===== src/rtl/beat_sequencer_pkg.sv =====
// -----------------------------------------------------------------------------
// seq_pkg
// Shared types and constants for the beat sequencer:
//   seq_state_t  - sequencer FSM state encoding
//   DEF_BEAT_W   - default beat counter width
//   TRACK_LEN    - length in beats of each selectable track (track 0..3)
//   track_len()  - length lookup for a track index
// -----------------------------------------------------------------------------
package seq_pkg;

   typedef enum logic [1:0] {
      ST_IDLE  = 2'd0,
      ST_PLAY  = 2'd1,
      ST_PAUSE = 2'd2,
      ST_DONE  = 2'd3
   } seq_state_t;

   localparam int DEF_BEAT_W = 12;

   localparam int NUM_TRACK_LEN = 4;
   localparam int unsigned TRACK_LEN [NUM_TRACK_LEN] = '{1200, 64, 512, 256};

   // Only the low two bits select a table entry; the table has four tracks.
   function automatic int unsigned track_len(input int unsigned idx);
      return TRACK_LEN[idx[1:0]];
   endfunction

endpackage


===== src/rtl/beat_sequencer_if.sv =====
// -----------------------------------------------------------------------------
// beat_sequencer_if
// Control and output bundle of the beat sequencer.
//   master : drives play/pause/loop/track_sel/tempo/vol_in, observes outputs
//   slave  : the sequencer; drives beat_num/track/en/volume/done
// Parameters: BEAT_W (beat width), NUM_TRACKS (track count), TEMPO_W (tempo width)
// -----------------------------------------------------------------------------
interface beat_sequencer_if #(
   parameter int BEAT_W     = 12,
   parameter int NUM_TRACKS = 4,
   parameter int TEMPO_W    = 3
);
   localparam int TW = $clog2(NUM_TRACKS);

   logic               play;
   logic               pause;
   logic               loop;
   logic [TW-1:0]      track_sel;
   logic [TEMPO_W-1:0] tempo;
   logic [1:0]         vol_in;

   logic [BEAT_W-1:0]  beat_num;
   logic [TW-1:0]      track;
   logic               en;
   logic [1:0]         volume;
   logic               done;

   modport master (
      output play, pause, loop, track_sel, tempo, vol_in,
      input  beat_num, track, en, volume, done
   );

   modport slave (
      input  play, pause, loop, track_sel, tempo, vol_in,
      output beat_num, track, en, volume, done
   );

endinterface


===== src/rtl/beat_sequencer_sync2.sv =====
// -----------------------------------------------------------------------------
// sync2
// Parametrised-width two-flop synchroniser with asynchronous active-high reset.
//   clk22 : destination clock
//   rst   : async reset, clears both stages
//   i_d   : asynchronous input bus
//   o_q   : synchronised output bus (two clk22 edges of latency)
// -----------------------------------------------------------------------------
module sync2 #(
   parameter int W = 1
) (
   input  logic         clk22,
   input  logic         rst,
   input  logic [W-1:0] i_d,
   output logic [W-1:0] o_q
);

   logic [W-1:0] r_meta;
   logic [W-1:0] r_sync;

   always_ff @(posedge clk22 or posedge rst) begin
      if (rst) begin
         r_meta <= '0;
         r_sync <= '0;
      end else begin
         r_meta <= i_d;
         r_sync <= r_meta;
      end
   end

   assign o_q = r_sync;

endmodule


===== src/rtl/beat_sequencer.sv =====
// -----------------------------------------------------------------------------
// beat_sequencer
// Beat-index sequencer on the slow clk22 tick: track select, play/pause/stop,
// loop or one-shot, tempo prescaler and an end-of-track done pulse. Feeds the
// music ROM (beat_num, track, en) and the note generator (volume).
//   clk22 : slow beat clock
//   rst   : asynchronous, active-high reset
//   bus   : beat_sequencer_if.slave (controls in, beat/track/en/volume/done out)
// Build option: define SEQ_FADE_EN to ramp volume down over the last
// FADE_BEATS beats of a one-shot track.
//
// state | meaning
// IDLE  | stopped, beat held at 0, tone off
// PLAY  | running, beat advances every tempo+1 cycles, tone on
// PAUSE | beat and prescaler frozen, tone off
// DONE  | one-shot finished, beat held at last index until play drops
// -----------------------------------------------------------------------------
module beat_sequencer
   import seq_pkg::*;
#(
   parameter int BEAT_W     = DEF_BEAT_W,
   parameter int NUM_TRACKS = 4,
   parameter int TEMPO_W    = 3,
   parameter int FADE_BEATS = 16
) (
   input  logic            clk22,
   input  logic            rst,
   beat_sequencer_if.slave bus
);

   localparam int TW = $clog2(NUM_TRACKS);
   localparam int SW = 3 + TW + TEMPO_W + 2;

   logic [SW-1:0]      w_sync_in;
   logic [SW-1:0]      w_sync_out;
   logic               w_play_s;
   logic               w_pause_s;
   logic               w_loop_s;
   logic [TW-1:0]      w_track_sel_s;
   logic [TEMPO_W-1:0] w_tempo_s;
   logic [1:0]         w_vol_in_s;

   seq_state_t         r_state;
   logic [BEAT_W-1:0]  r_beat;
   logic [TW-1:0]      r_track;
   logic [TEMPO_W-1:0] r_presc;
   logic               r_done;

   seq_state_t         w_state_nxt;
   logic [BEAT_W-1:0]  w_beat_nxt;
   logic [TW-1:0]      w_track_nxt;
   logic [TEMPO_W-1:0] w_presc_nxt;
   logic               w_done_nxt;

   logic [BEAT_W-1:0]  w_beat_last;
   logic [1:0]         w_volume;

   assign w_sync_in = {bus.play, bus.pause, bus.loop, bus.track_sel, bus.tempo, bus.vol_in};

   sync2 #(.W(SW)) u_sync (
      .clk22 (clk22),
      .rst   (rst),
      .i_d   (w_sync_in),
      .o_q   (w_sync_out)
   );

   assign {w_play_s, w_pause_s, w_loop_s, w_track_sel_s, w_tempo_s, w_vol_in_s} = w_sync_out;

   assign w_beat_last = BEAT_W'(track_len(32'(r_track)) - 32'd1);

   always_ff @(posedge clk22 or posedge rst) begin
      if (rst) begin
         r_state <= ST_IDLE;
         r_beat  <= '0;
         r_track <= '0;
         r_presc <= '0;
         r_done  <= 1'b0;
      end else begin
         r_state <= w_state_nxt;
         r_beat  <= w_beat_nxt;
         r_track <= w_track_nxt;
         r_presc <= w_presc_nxt;
         r_done  <= w_done_nxt;
      end
   end

   always_comb begin
      w_state_nxt = r_state;
      w_beat_nxt  = r_beat;
      w_track_nxt = r_track;
      w_presc_nxt = r_presc;
      w_done_nxt  = 1'b0;
      case (r_state)
         ST_IDLE: begin
            w_beat_nxt  = '0;
            w_presc_nxt = '0;
            if (w_play_s) begin
               w_state_nxt = ST_PLAY;
               w_track_nxt = w_track_sel_s;
            end
         end
         ST_PLAY: begin
            if (!w_play_s) begin
               w_state_nxt = ST_IDLE;
               w_beat_nxt  = '0;
               w_presc_nxt = '0;
            end else if (w_track_sel_s != r_track) begin
               // Restart on the new track; this also overrides an end-of-track
               // advance in the same cycle, so no done pulse is produced.
               w_track_nxt = w_track_sel_s;
               w_beat_nxt  = '0;
               w_presc_nxt = '0;
            end else if (w_pause_s) begin
               w_state_nxt = ST_PAUSE;
            end else if (r_presc >= w_tempo_s) begin
               // >= rather than == so a tempo lowered mid-beat still advances.
               w_presc_nxt = '0;
               if (r_beat >= w_beat_last) begin
                  w_done_nxt = 1'b1;
                  if (w_loop_s) begin
                     w_beat_nxt = '0;
                  end else begin
                     w_state_nxt = ST_DONE;
                     w_beat_nxt  = w_beat_last;
                  end
               end else begin
                  w_beat_nxt = r_beat + BEAT_W'(1);
               end
            end else begin
               w_presc_nxt = r_presc + TEMPO_W'(1);
            end
         end
         ST_PAUSE: begin
            if (!w_play_s) begin
               w_state_nxt = ST_IDLE;
               w_beat_nxt  = '0;
               w_presc_nxt = '0;
            end else if (!w_pause_s) begin
               w_state_nxt = ST_PLAY;
            end
         end
         ST_DONE: begin
            w_beat_nxt = w_beat_last;
            if (!w_play_s) begin
               w_state_nxt = ST_IDLE;
               w_beat_nxt  = '0;
               w_presc_nxt = '0;
            end
         end
         default: begin
            w_state_nxt = ST_IDLE;
            w_beat_nxt  = '0;
            w_presc_nxt = '0;
         end
      endcase
   end

`ifdef SEQ_FADE_EN
   // Window position counts up 0..FADE_BEATS-1 towards the last beat; each
   // quarter of the window removes one volume step.
   localparam int FADE_SH = $clog2(FADE_BEATS) - 2;

   logic [BEAT_W-1:0] w_remain;
   logic [BEAT_W-1:0] w_fade_pos;
   logic [1:0]        w_step;

   assign w_remain   = w_beat_last - r_beat;
   assign w_fade_pos = BEAT_W'(FADE_BEATS - 1) - w_remain;

   always_comb begin
      w_volume = w_vol_in_s;
      w_step   = 2'd0;
      if (r_state == ST_PLAY && !w_loop_s && w_remain < BEAT_W'(FADE_BEATS)) begin
         w_step   = 2'(w_fade_pos >> FADE_SH);
         w_volume = (w_step >= w_vol_in_s) ? 2'd0 : (w_vol_in_s - w_step);
      end
   end
`else
   // Fade window length is meaningless without the fade option.
   localparam int unused_fade_beats = FADE_BEATS;

   assign w_volume = w_vol_in_s;
`endif

   assign bus.beat_num = r_beat;
   assign bus.track    = r_track;
   assign bus.en       = (r_state == ST_PLAY);
   assign bus.done     = r_done;
   assign bus.volume   = w_volume;

endmodule


===== src/flat_wrapper.sv =====
// flat-port wrapper written by rule: the top's interface ports become plain ports
module beat_sequencer_flat import seq_pkg::*;
#(
   parameter int BEAT_W     = DEF_BEAT_W,
   parameter int NUM_TRACKS = 4,
   parameter int TEMPO_W    = 3,
   parameter int FADE_BEATS = 16
)
  (clk22, rst, bus_play, bus_pause, bus_loop, bus_track_sel, bus_tempo, bus_vol_in, bus_beat_num, bus_track, bus_en, bus_volume, bus_done);
  beat_sequencer_if #(.BEAT_W(BEAT_W), .NUM_TRACKS(NUM_TRACKS), .TEMPO_W(TEMPO_W)) bus_i ();
  input  logic clk22;
  input  logic rst;
  input wire logic [$bits(bus_i.play)-1:0] bus_play;
  input wire logic [$bits(bus_i.pause)-1:0] bus_pause;
  input wire logic [$bits(bus_i.loop)-1:0] bus_loop;
  input wire logic [$bits(bus_i.track_sel)-1:0] bus_track_sel;
  input wire logic [$bits(bus_i.tempo)-1:0] bus_tempo;
  input wire logic [$bits(bus_i.vol_in)-1:0] bus_vol_in;
  output wire logic [$bits(bus_i.beat_num)-1:0] bus_beat_num;
  output wire logic [$bits(bus_i.track)-1:0] bus_track;
  output wire logic [$bits(bus_i.en)-1:0] bus_en;
  output wire logic [$bits(bus_i.volume)-1:0] bus_volume;
  output wire logic [$bits(bus_i.done)-1:0] bus_done;
  assign bus_i.play = bus_play;
  assign bus_i.pause = bus_pause;
  assign bus_i.loop = bus_loop;
  assign bus_i.track_sel = bus_track_sel;
  assign bus_i.tempo = bus_tempo;
  assign bus_i.vol_in = bus_vol_in;
  assign bus_beat_num = bus_i.beat_num;
  assign bus_track = bus_i.track;
  assign bus_en = bus_i.en;
  assign bus_volume = bus_i.volume;
  assign bus_done = bus_i.done;
  beat_sequencer #(.BEAT_W(BEAT_W), .NUM_TRACKS(NUM_TRACKS), .TEMPO_W(TEMPO_W), .FADE_BEATS(FADE_BEATS)) u_core (.clk22(clk22), .rst(rst), .bus(bus_i));
endmodule

===== config.mk =====
export PLATFORM = sky130hd
export DESIGN_NAME = beat_sequencer_flat
export DESIGN_NICKNAME = d
export VERILOG_FILES = /design/src/rtl/beat_sequencer_pkg.sv /design/src/rtl/beat_sequencer_if.sv /design/src/rtl/beat_sequencer_sync2.sv /design/src/rtl/beat_sequencer.sv /design/src/flat_wrapper.sv
export SDC_FILE = /design/constraint.sdc
export NUM_CORES = 1
export LEC_CHECK = 0
export CAP_MARGIN = 0
export CORE_ASPECT_RATIO = 1.4
export CORE_UTILIZATION = 48
export CTS_CLUSTER_SIZE = 25
export DETAILED_ROUTE_END_ITERATION = 16
export HOLD_SLACK_MARGIN = 0.06
export PLACE_DENSITY = 0.8
export SYNTH_ARGS = -nofsm -noshare
export SYNTH_HDL_FRONTEND = slang
export SYNTH_HIERARCHICAL = 1
export SYNTH_SLANG_ARGS = --single-unit

===== constraint.sdc =====
create_clock -name clk22 -period 2.4 [get_ports clk22]
set_input_delay 0.6 -clock clk22 [delete_from_list [all_inputs] [get_ports clk22]]
set_output_delay 0.6 -clock clk22 [all_outputs]
set_load 0.02 [all_outputs]

==> flow_metrics.env <==
export IMPL_status="finished clean"
export IMPL_final_antenna_net_count=0
export IMPL_cts_tree="done"
export IMPL_worst_ep_arrival_time_ps=2560
export IMPL_start_util_pct=50.71
export IMPL_dieArea_sq_um=4442
export IMPL_rsz0062_at_grt="yes"
export IMPL_fill_cells=315
export IMPL_portBuffers=29
export IMPL_overflow=0
export IMPL_maxSlewViolCount=0
export IMPL_layout_drive_gt1_share_pct=17.41
export IMPL_synthArstFlopShare_pct=100.0
export IMPL_maxSlewHeadroom_pct=54.32
export IMPL_fp_dieW_microns=56.62
export IMPL_grt_total_usage_pct=19.64
export IMPL_hold_violations=0
export IMPL_drcViolationCount=0
export IMPL_whs_ps=351.8
export IMPL_dpl_cell_count=277
export IMPL_clk_pin_slew_ps=80
export IMPL_synth_edff_count=0
export IMPL_cts_sinks=40
export IMPL_place_area_sq_um=2450
export IMPL_design_area_sq_um=2615
export IMPL_finClkSkew_ps=7.878
export IMPL_hp_class="reg -> reg"
export IMPL_synth_main_ff_cell="dfrtp_1"
export IMPL_grt_pass1_vias=1517
export IMPL_drt_total_wl_microns=4181
export IMPL_via_per_inst=5.717
export IMPL_r2r_start="u_core/bus.track[1]"
export IMPL_slowest_delay_ps=430
export IMPL_max_freq_ghz=0.4195
export IMPL_clockBufferDepth=2
export IMPL_irDropWorstVdd_mv=0.6018
export IMPL_finalNetCount=270
export IMPL_worst_slew_pin_slew_ps=684.5
export IMPL_cap_violations=0
export IMPL_drt_initial_drc_count=106
export IMPL_place_congestion=0.9238
export IMPL_synth_top_area_cell="dfrtp_1"
export IMPL_core_area_sq_um=3953
export IMPL_cellLeakagePower_uw=0.001212
export IMPL_mostFrequentLayoutCell="dfrtp_1"
export IMPL_crit_path_start_kind="flip-flop"
export IMPL_power_density_nw_per_um2=521.4
export IMPL_grt_start_max_net_pins=21
export IMPL_hp_start="u_core/u_sync/r_meta[7]"
export IMPL_setup_viol=0
export IMPL_synthTopCellsByArea="dfrtp_1 (50%), ha_1 (7.5%), nand2_1 (3.4%)"
export IMPL_worst_path_max_fanout=6
export IMPL_rows=27
export IMPL_crit_type="reg -> reg"
export IMPL_layout_common_cells="dfrtp_1 (38), clkdlybuf4s50_1 (29), buf_4 (18)"
export IMPL_wl_per_cell_microns=14.42
export IMPL_die_height_microns=78.46
export IMPL_syn_inst=192
export IMPL_stdcell_count=290
export IMPL_tns_ps=0
export IMPL_cts_hold_buf=0
export IMPL_period_share_pct=99.34
export IMPL_dp_final_hpwl_microns=3100
export IMPL_crit_family="compound AO/OA/AOI/OAI gates"
export IMPL_ys_ff_latch=40
export IMPL_antenna_found_initial=0
export IMPL_critPathLaunch="u_core/bus.track[1]"
export IMPL_dr_pass1_iters=6
export IMPL_slowest_stage="dfrtp_2"
export IMPL_synth_cell_area_sq_um=2004
export IMPL_cts_buffers=5
export IMPL_path_buf_inv=1
export IMPL_path_cells="or2b_1 > ha_4 > nand2_2 > o31a_1 > o211a_4 > buf_4 > mux2_4 > a22oi_2 > o21ai_1"
export IMPL_vias=1658
export IMPL_insertion_delay_ps=290
export IMPL_ys_seq_area_share_pct=49.94
export IMPL_diodes=0
export IMPL_grt_pass1_wl_microns=6768
export IMPL_ys_warn_count=6
export IMPL_h_tree_depth=2
export IMPL_timing_final_ws_setup_ps=15.95
export IMPL_post_place_ws_ps=19.58
export IMPL_synth_area_per_cell_sq_um=10.44
export IMPL_synth_distinct_cells=43
export IMPL_end_kind="flip-flop"
export IMPL_synth_top_area_share_pct=49.94
export IMPL_finalCriticalPeriod_ps=2384
export IMPL_cts_root_buffer="clkbuf_8"
export IMPL_critPathRequiredTime_ps=2580
export IMPL_io_pins=30
export IMPL_area_growth_pct=30.46
[metal layers]
layer	wire, microns	GRT usage [%]	vias up	share of wire (%)
met5	0	0	-	0
met4	69	6.341	0	1.7
met3	209	4.778	8	5.0
met2	2244	34.00	60	54
met1	1658	23.73	795	40
li1	-	-	795	-
[through the flow]
stage               power (uW)  utilization, %
finish                    1364           66.16
global route              1425           66.16
CTS                       1369           64.45
detailed placement       910.3           61.98
global placement         905.3           61.98
floorplan                826.4               -
[registers in the layout (all words and copies together) (netlist names)]
| signal | flops |
|---|---|
| u_core/u_sync/r_meta | 10 |
| u_core/bus.track | 2 |
| u_core/r_state | 2 |
| u_core/bus.done | 1 |
| u_core/r_presc | 3 |
| u_core/bus.beat_num | 12 |
| u_core/u_sync/o_q | 10 |
[synthesized netlist by cell type, types with 2 or more instances]
cell type / count
nor2_1: 10
a22o_1: 2
o21ai_1: 2
nor2b_1: 2
nand4_1: 3
or3_1: 3
o211ai_1: 2
a21o_1: 3
and2_1: 2
a21oi_1: 11
and3_1: 4
ha_1: 12
o21ai_0: 13
nand2_1: 18
mux2_2: 2
a211o_1: 4
xnor2_1: 2
a31oi_1: 3
dfrtp_1: 40
o21bai_1: 4
inv_1: 12
nor3_1: 6
nand2b_1: 3
nand3_1: 7
xor2_1: 4
[what timing repair did]
action / 4_1_cts / 5_1_grt
gates resized for setup: 0 / 7
endpoints found under the setup margin: 0 / 6
setup buffers: 0 / 5
[kinds of logic (layout without fill, tap and decap cells)]
logic type / Yosys count / count (layout) / synth area share [%]
mux: 3 / 3 / 1.872
buf+inv: 15 / 69 / 3.245
fa+ha+maj: 12 / 12 / 7.490
flops: 40 / 40 / 49.94
other cells: 1 / 2 / 0.1871
simple gates: 63 / 63 / 16.67
compound gates: 52 / 52 / 17.98
xor+xnor: 6 / 6 / 2.622
[power breakdown]
group,switching [uW],internal [uW],total (uW)
logic,96.5,85.5,182
registers,23.0,700,723
clock network,226,232,458
[final timing paths]
path                                     endpoint  slack [ps]  depth (start not counted)
setup / recovery           u_core/bus.beat_num[8]          20                          9
hold / removal               u_core/u_sync/o_q[7]         350                          0
setup reg to reg           u_core/bus.beat_num[8]          20                          9
hold reg to reg              u_core/u_sync/o_q[7]         350                          0
max in group asynchronous    u_core/u_sync/o_q[7]        1220                          2
min in group asynchronous  u_core/bus.beat_num[1]         620                          2
[area by class of cell]
type                    count  area, sq um  area share (%)
clock buffers               6        82.58           3.158
clock inverters             2        15.01          0.5742
inverters                  12        45.04           1.722
multi-input cells         138        973.4           37.22
flip-flops and latches     40         1003           38.37
well taps                  43        53.80           2.057
repair buffers             49        441.7           16.89
Power figures use the tool's default switching activity.
